==> config.mk <==
export PLATFORM = sky130hd
export DESIGN_NAME = dab_gate_generator
export DESIGN_NICKNAME = d
export VERILOG_FILES = /design/src/rtl/dab_gate_generator.sv
export SDC_FILE = /design/constraint.sdc
export NUM_CORES = 1
export LEC_CHECK = 0
export BUFFER_PORTS_ARGS = -buffer_cell sky130_fd_sc_hd__buf_4
export CORE_UTILIZATION = 65
export CTS_CLUSTER_DIAMETER = 40
export CTS_CLUSTER_SIZE = 30
export DETAILED_ROUTE_END_ITERATION = 7
export GPL_TIMING_DRIVEN = 0
export HOLD_SLACK_MARGIN = 0.1
export PLACE_DENSITY = 0.88
export SYNTH_ARGS = -nofsm -noshare
export SYNTH_HDL_FRONTEND = slang
export SYNTH_SLANG_ARGS = --single-unit
==> constraint.sdc <==
create_clock -name clk -period 8.02 [get_ports clk]
set_input_delay 1.604 -clock clk [delete_from_list [all_inputs] [get_ports clk]]
set_output_delay 1.604 -clock clk [all_outputs]
set_load 0.01 [all_outputs]
==> src/rtl/dab_gate_generator.sv <==
// Gate pattern generator for a dual-active-bridge: 1024-step period, SPS/TPS leg timing, per-leg dead-time.
// Optional shoot-through checker enabled by defining DAB_GATE_SHOOTTHRU_EN.
module dab_gate_generator #(
  parameter int DIV      = 1,
  parameter int DEADTIME = 20
) (
  input  logic       clk,
  input  logic       rst,
  input  logic       enable,
  input  logic       upd,
  input  logic [8:0] tau1,
  input  logic [8:0] tau2,
  input  logic [8:0] phi,
  input  logic [1:0] modo,
  output logic [3:0] g1,
  output logic [3:0] g2,
  output logic       sync,
  output logic       fault
);

  localparam logic [1:0] MODE_SPS = 2'b01;
  localparam logic [1:0] MODE_TPS = 2'b10;
  localparam logic [1:0] LEG_OFF  = 2'b00;
  localparam logic [1:0] LEG_HI   = 2'b01;
  localparam logic [1:0] LEG_LO   = 2'b10;
  localparam int         PW       = (DIV > 1) ? $clog2(DIV) : 1;
  localparam logic [PW-1:0] PRESC_MAX = PW'(DIV - 1);
  localparam logic [7:0] DT       = 8'(DEADTIME);

  logic [PW-1:0] presc_r;
  logic [9:0]    step_r;
  logic [8:0]    sh_tau1_r, sh_tau2_r, sh_phi_r;
  logic [1:0]    sh_modo_r;
  logic [8:0]    act_tau1_r, act_tau2_r, act_phi_r;
  logic [1:0]    act_modo_r;
  logic [3:0]    hi_r, lo_r;
  logic [1:0]    tgt_r [4];
  logic [7:0]    dt_cnt_r [4];
  logic          sync_r;
  logic          fault_r;

  logic          tick_s, wrap_s, run_s;
  logic [9:0]    t1_s, t2_s, s2_s;
  logic [3:0]    cmd_s;
  logic [1:0]    req_s [4];

  // Leg B is high once the step, advanced by half a period minus the pulse width, reaches the second half.
  function automatic logic leg_b_cmd(input logic [9:0] s, input logic [9:0] t);
    logic [9:0] d;
    d = s + 10'd512 - t;
    return d[9];
  endfunction

  // Step timing, effective pulse widths and per-leg requested state.
  always_comb begin
    tick_s = enable && (presc_r == PRESC_MAX);
    wrap_s = tick_s && (step_r == 10'd1023);
    run_s  = enable && ((act_modo_r == MODE_SPS) || (act_modo_r == MODE_TPS));
    if (act_modo_r == MODE_SPS) begin
      t1_s = 10'd512;
      t2_s = 10'd512;
    end else begin
      t1_s = {1'b0, act_tau1_r};
      t2_s = {1'b0, act_tau2_r};
    end
    s2_s     = step_r - {act_phi_r[8], act_phi_r};
    cmd_s[0] = ~step_r[9];
    cmd_s[1] = leg_b_cmd(step_r, t1_s);
    cmd_s[2] = ~s2_s[9];
    cmd_s[3] = leg_b_cmd(s2_s, t2_s);
    for (int i = 0; i < 4; i++) begin
      req_s[i] = LEG_OFF;
      if (!run_s) begin
        req_s[i] = LEG_OFF;
      end else if (cmd_s[i]) begin
        req_s[i] = LEG_HI;
      end else begin
        req_s[i] = LEG_LO;
      end
    end
  end

  // Prescaler and period step counter; both held at zero while disabled.
  always_ff @(posedge clk or posedge rst) begin
    if (rst) begin
      presc_r <= '0;
      step_r  <= 10'd0;
      sync_r  <= 1'b0;
    end else begin
      sync_r <= enable && (step_r == 10'd0) && (presc_r == '0);
      if (!enable) begin
        presc_r <= '0;
        step_r  <= 10'd0;
      end else if (tick_s) begin
        presc_r <= '0;
        step_r  <= step_r + 10'd1;
      end else begin
        presc_r <= presc_r + PW'(1);
      end
    end
  end

  // Shadow capture on upd; active set only changes at the period wrap.
  always_ff @(posedge clk or posedge rst) begin
    if (rst) begin
      sh_tau1_r  <= 9'd0;
      sh_tau2_r  <= 9'd0;
      sh_phi_r   <= 9'd0;
      sh_modo_r  <= 2'b00;
      act_tau1_r <= 9'd0;
      act_tau2_r <= 9'd0;
      act_phi_r  <= 9'd0;
      act_modo_r <= 2'b00;
    end else begin
      if (upd) begin
        sh_tau1_r <= tau1;
        sh_tau2_r <= tau2;
        sh_phi_r  <= phi;
        sh_modo_r <= modo;
      end
      if (wrap_s) begin
        act_tau1_r <= upd ? tau1 : sh_tau1_r;
        act_tau2_r <= upd ? tau2 : sh_tau2_r;
        act_phi_r  <= upd ? phi  : sh_phi_r;
        act_modo_r <= upd ? modo : sh_modo_r;
      end
    end
  end

  // Per-leg dead-time: any change of requested state drops both switches, then the new one rises DT clks later.
  always_ff @(posedge clk or posedge rst) begin
    if (rst) begin
      hi_r <= 4'b0000;
      lo_r <= 4'b0000;
      for (int i = 0; i < 4; i++) begin
        tgt_r[i]    <= LEG_OFF;
        dt_cnt_r[i] <= 8'd0;
      end
    end else begin
      for (int i = 0; i < 4; i++) begin
        if (fault_r) begin
          hi_r[i]     <= 1'b0;
          lo_r[i]     <= 1'b0;
          tgt_r[i]    <= LEG_OFF;
          dt_cnt_r[i] <= 8'd0;
        end else if (req_s[i] != tgt_r[i]) begin
          tgt_r[i]    <= req_s[i];
          dt_cnt_r[i] <= DT;
          hi_r[i]     <= (DT == 8'd0) && (req_s[i] == LEG_HI);
          lo_r[i]     <= (DT == 8'd0) && (req_s[i] == LEG_LO);
        end else if (dt_cnt_r[i] != 8'd0) begin
          dt_cnt_r[i] <= dt_cnt_r[i] - 8'd1;
          if (dt_cnt_r[i] == 8'd1) begin
            hi_r[i] <= (tgt_r[i] == LEG_HI);
            lo_r[i] <= (tgt_r[i] == LEG_LO);
          end
        end
      end
    end
  end

`ifdef DAB_GATE_SHOOTTHRU_EN
  // Sticky shoot-through detection on the registered switch pairs.
  always_ff @(posedge clk or posedge rst) begin
    if (rst) begin
      fault_r <= 1'b0;
    end else begin
      fault_r <= fault_r | (|(hi_r & lo_r));
    end
  end
`else
  // Checker absent: fault permanently cleared.
  always_ff @(posedge clk or posedge rst) begin
    if (rst) begin
      fault_r <= 1'b0;
    end else begin
      fault_r <= 1'b0;
    end
  end
`endif

  assign g1    = {hi_r[0], lo_r[0], hi_r[1], lo_r[1]};
  assign g2    = {hi_r[2], lo_r[2], hi_r[3], lo_r[3]};
  assign sync  = sync_r;
  assign fault = fault_r;

endmodule

=== After elaboration in Yosys (flattened, before gate mapping) ===
Index checks and enable logic that the tools add are counted.

* Bits in registers: 118
* Bits in latches: 0
* RAM bits: 0
* Memory bits (read-only): 0
* Output and inout bits: 10
* Memories kept: 0

* Add/sub/neg operators: 11
* Multipliers: 0
* Divide/modulo/power cells: 0
* $lt $le $gt $ge: 0
* Equality and inequality tests: 20
* Shifts and indexed selects: 0
* Mux-type cells: 50
* Bitwise logic cells: 1
* Reduce and logical (&&, ||, !) cells: 23

{| class="wikitable"
|+ Operators by type and width
! operator !! number
|-
| 8-bit two-way mux || 8
|-
| 10-bit two-way mux || 4
|-
| 8-bit by 1-bit equality test with 1-bit output, second input constant || 4
|-
| 8-bit nonzero test || 4
|-
| 8-bit by 1-bit subtractor with 8-bit output, second input constant || 4
|-
| 10-bit subtractor || 3
|-
| 9-bit two-way mux || 3
|-
| 1-bit two-way mux || 26
|-
| 10-bit adder, second input constant || 2
|-
| 2-bit two-way mux || 9
|-
| 2-bit nonzero test || 8
|-
| 10-bit by 1-bit adder with 10-bit output, second input constant || 1
|-
| 10-bit equality test, second input constant || 1
|-
| 2-bit by 1-bit equality test with 1-bit output, second input constant || 5
|-
| 2-bit equality test, second input constant || 5
|-
| 10-bit zero test || 1
|-
| 2-bit inequality test || 4
|-
| 2-bit AND reduction || 4
|-
| 1-bit logical AND || 5
|-
| 2-bit by 1-bit inequality test with 1-bit output, second input constant || 1
|-
| 1-bit adder, second input constant || 1
|-
| 1-bit logical OR || 1
|-
| 1-bit inverter || 1
|}

=== Longest topological paths before layout ===
* Depth after elaboration: 8
* Depth in mapped cells: 22
* Depth with buffers taken out: 21

=== Worst setup path after synthesis ===
OpenSTA, ideal clock, no wires.

* Kind: reg2reg
* Start point: register step_r[0]
* End point: register dt_cnt_r[2] (netlist bit)
* Arrival time: 4.361 ns
* Required time: 7.896 ns
* Slack: 3.535 ns
* Stages on the path, launching flop included: 21
* Path buffers: 1
* Period minus slack after synthesis: 4.485 ns
* Path through: dfrtp_1 inv_1 ha_1 fa_1 nor2b_1 o21ai_0 a21boi_0 o21ai_0 nand2b_1 xor2_1 ha_1 ha_1 a2111oi_2 o21ai_1 o22ai_1 xnor2_1 xor2_2 or4b_1 and3_1 buf_6 a211o_1

* Longest elaborated chain between the ends: 7
* Elaborated cells between the ends (all ways): 8
* Classes of those cells: 3 x add/sub; 1 x eq/ne; 3 x mux; 1 x reduce/logical

{| class="wikitable"
|+ Ends and longest elaborated chain
! element !! line !! RTL
|-
| start, declared || 31 || <nowiki>logic [9:0] step_r;</nowiki>
|-
| start signal, assigned || 96 || <nowiki>step_r <= step_r + 10'd1;</nowiki>
|-
| 10-bit subtractor * || 66 || <nowiki>s2_s = step_r - {act_phi_r[8], act_phi_r};</nowiki>
|-
| 10-bit adder * || 50 || <nowiki>d = s + 10'd512 - t;</nowiki>
|-
| 10-bit subtractor * || 50 ||
|-
| 2-bit two-way mux * || 75 || <nowiki>end else if (cmd_s[i]) begin</nowiki>
|-
| 2-bit two-way mux * || 73 || <nowiki>if (!run_s) begin</nowiki>
|-
| 2-bit inequality test * || 146 || <nowiki>end else if (req_s[i] != tgt_r[i]) begin</nowiki>
|-
| 8-bit two-way mux or 2-bit nonzero test (tied branches) || n/a ||
|-
| end signal, assigned by index || 152 || <nowiki>dt_cnt_r[i] <= dt_cnt_r[i] - 8'd1;</nowiki>
|-
| end, declared || 38 || <nowiki>logic [7:0] dt_cnt_r [4];</nowiki>
|}

Mark *: on every way between the ends. The rest lies on a longest branch, timed or not.
A chain may end at the register's enable or synchronous reset.

=== Worst setup path in the final report ===
Ends and elaborated chain as after synthesis.

==> load_flow_metrics.sql <==
INSERT INTO impl_metrics (metric_group, metric, value, unit) VALUES
('status', 'status', 'complete, no violations', ''),
('drt', 'drt_iter0_drc', '258', ''),
('power_and_ir_drop', 'total_leakage_power', '3.422', 'nW'),
('placed_design', 'dp.final_hpwl', '9.053', 'mm'),
('hold_path', 'hold-path-endpoint', 'sh_tau2_r[1]$_DFF_PP0_', ''),
('finish', 'drive_gt1_frac', '0.2143', ''),
('global_route', 'maximum_number_of_pins_on_one_net_before_global_route_repair', '73', ''),
('floorplanning', 'dieHeight', '100.8', 'µm'),
('critical_path', 'cp_cell_sequence', 'inv_1, ha_1, fa_1, nor2b_1, o21ai_0, a21boi_0, o21ai_0, nand2b_1, a21o_1, a21oi_1, xnor2_1, ha_1, ha_1, a2111oi_2, o21ai_1, o22ai_1, xnor2_1, xor2_2, or4b_1, and3_1, buf_6, a211o_1', ''),
('critical_path', 'reg2reg_slack', '2.73', 'ns'),
('critical_path', 'timing.critical_path.slowest_stage_cell', 'or4b_1', ''),
('drt', 'drt-pass1-iter-count', '5', ''),
('logic_synthesis', 'post_synth_main_area_contributors', 'dfrtp_1 47%, ha_1 9.9%, mux2_2 9.1%, xnor2_1 4.1%, nor2_1 3.3%', ''),
('finish', 'total_area_of_multi_input_combinational_cells', '3163', 'µm²'),
('logic_synthesis', 'synth_top_cell_area_share', '0.4657', ''),
('drt', 'via_per_inst', '5.926', ''),
('finish', 'finish.instance_area', '7406', 'µm²'),
('clock_tree', 'cts_root_buffer', 'clkbuf_8', ''),
('logic_synthesis', 'synthTopCellsByCount', '118 x dfrtp_1, 55 x nor2_1, 51 x mux2_2, 50 x ha_1, 34 x inv_1', ''),
('logic_synthesis', 'synth_async_sr_flop_share', '1.000', ''),
('sta', 'final.period_utilization', '0.6590', ''),
('finish', 'finish.cell_count_without_fillers', '787', ''),
('power_and_ir_drop', 'p_per_area', '220.0', 'nW/µm²'),
('sta', 'final.setup.tns', '0', 'ns'),
('drt', 'finalWirelength', '13.15', 'mm'),
('logic_synthesis', 'ys_types', '64', ''),
('finish', 'finish.utilization', '0.7940', ''),
('sta', 'tightestPinTransition', '0.7468', 'ns'),
('logic_synthesis', 'synth-edff-count', '0', ''),
('clock_tree', 'clock_sinks', '118', ''),
('finish', 'antenna_cells_inserted', '0', ''),
('floorplanning', 'boundaryPins', '43', ''),
('critical_path', 'setup.worst_path.end_class', 'flip-flop', ''),
('floorplanning', 'die_w', '100.8', 'µm'),
('floorplanning', 'die-area', '10150', 'µm²'),
('finish', 'final.fill_count', '570', ''),
('critical_path', 'worstReg2RegEnd', 'dt_cnt_r[2]$_DFFE_PP0P_', ''),
('critical_path', 'cp.required', '8.42', 'ns'),
('critical_path', 'cpLargestDelayFamily', 'compound AO/OA/AOI/OAI gates', ''),
('placed_design', 'placed_area', '6837', 'µm²'),
('run', 'maxCapViolCount', '0', ''),
('sta', 'rsz0062_at_grt', 'no', ''),
('floorplanning', 'design.core.area', '9328', 'µm²'),
('sta', 'period_needed', '5.285', 'ns'),
('logic_synthesis', 'synthDominantAreaCellType', 'dfrtp_1', ''),
('clock_tree', 'clock_tree.htree_level_count', '4', ''),
('critical_path', 'timing.critical_path.arrival', '5.68', 'ns'),
('critical_path', 'path_class', 'reg2reg', ''),
('critical_path', 'worst_r2r_startpoint', 'step_r[0]$_DFFE_PP0P_', ''),
('clock_tree', 'cts_hold_buf', '0', ''),
('sta', 'final_number_of_max_transition_violations', '0', ''),
('sta', 'final_count_of_negative_setup_slack_endpoints', '0', ''),
('clock_tree', 'cts_tree', 'done', ''),
('logic_synthesis', 'post_synthesis_cell_count', '585', ''),
('hold_path', 'hold_path_startpoint', 'sh_tau2_r[1]$_DFF_PP0_', ''),
('placed_design', 'pre_cts_slack', '2.936', 'ns'),
('logic_synthesis', 'yosys_most_used_dff', 'dfrtp_1', ''),
('clock_tree', 'clock_tree.buffer_depth', '2', ''),
('sta', 'hold_slack_final', '0.4926', 'ns'),
('clock_tree', 'cts-buffers-inserted', '17', ''),
('sta', 'final_hold_viol_count', '0', ''),
('global_route', 'via_count_of_the_first_global_routing_pass', '4885', ''),
('drt', 'drcViolationCount', '0', ''),
('sta', 'finalWorstSetupSlack', '2.735', 'ns'),
('clock_tree', 'post-cts-setup-buffers', '0', ''),
('global_route', 'grt_first_pass_wirelength', '22.14', 'mm'),
('logic_synthesis', 'synth-seq-cells', '118', ''),
('placed_design', 'place_congestion', '0.8618', ''),
('floorplanning', 'core.rowCount', '35', ''),
('finish', 'area_delta_synth_final', '16.79', '%'),
('sta', 'worst_slew_margin_rel', '0.4975', '');
where the power goes:
| group | total [mW] | switching, mW | internal [mW] |
|---|---|---|---|
| sequential | 0.679 | 0.0386 | 0.640 |
| combinational | 0.215 | 0.119 | 0.0954 |
| clock | 0.736 | 0.260 | 0.476 |
logic make-up (layout without fill, tap and decap cells):
family	count (synthesis)	count (layout)	share of synthesized area
buf+inv	50	122	0.03611
mux	53	53	0.09373
simple gates	195	195	0.1620
fa+ha+maj	51	51	0.1018
compound gates	81	81	0.08801
other cells	1	2	0.0005914
flops	118	118	0.4657
xor+xnor	36	36	0.05209
final cells by class:
class,count,area share
repair buffers,41,0.04426
clock buffers,21,0.05930
clock inverters,10,0.01757
plain buffers,16,0.01368
multi-input cells,418,0.4271
inverters,34,0.01757
flip-flops and latches,118,0.3987
well taps,129,0.02179
how the worst max path moves through the flow:
stage | startpoint | to | slack, ns
final | step_r[0]$_DFFE_PP0P_ | dt_cnt_r[2]$_DFFE_PP0P_ | 2.73
after global routing | step_r[0]$_DFFE_PP0P_ | dt_cnt_r[2]$_DFFE_PP0P_ | 2.45
after CTS | step_r[0]$_DFFE_PP0P_ | dt_cnt_r[4]$_DFFE_PP0P_ | 2.76
after detailed placement | step_r[0]$_DFFE_PP0P_ | dt_cnt_r[4]$_DFFE_PP0P_ | 2.94
after global placement | rst | sh_tau2_r[7]$_DFF_PP0_ | 2.16
after floorplan | rst | act_modo_r[0]$_DFFE_PP0P_ | 3.29
registers in the layout, summed over array words and instances, names as in the netlist:
signal	count
sh_tau2_r	9
sh_phi_r	9
dt_cnt_r	32
lo_r	4
presc_r	1
hi_r	4
tgt_r	8
act_tau1_r	9
sh_tau1_r	9
act_modo_r	2
act_tau2_r	9
step_r	10
sync	1
sh_modo_r	2
act_phi_r	9
placed cells by master, fill, tap and decap left out, types with 3 or more instances in the layout:
cell / instances
and3_1: 4
mux2_2: 51
inv_1: 33
clkinv_2: 5
nor3_1: 10
dfrtp_1: 118
o22ai_1: 3
nand4b_1: 4
a211o_1: 7
o2111ai_1: 3
bufinv_16: 3
xnor2_1: 30
a211oi_1: 4
buf_6: 3
nand4_1: 6
nor2b_1: 7
or4_1: 6
o21a_1: 4
nand2b_1: 20
a21oi_1: 17
xor2_1: 4
nand3_1: 10
nand2_1: 31
buf_4: 42
ha_1: 50
a31o_2: 3
clkbuf_8: 3
nor4_1: 12
and2_1: 11
clkbuf_16: 16
clkbuf_1: 12
a21o_1: 4
or3_1: 4
o21ai_0: 19
nor2_1: 55
metal layers:
layer  GRT usage  up-vias  wire (µm)
met5           0        -          0
met4      0.1605        0        481
met3     0.07004       54        515
met2      0.5047      152       6808
met1      0.3172     2278       5344
li1            -     2180          -
Note: power is estimated with default switching activity, not from simulation.
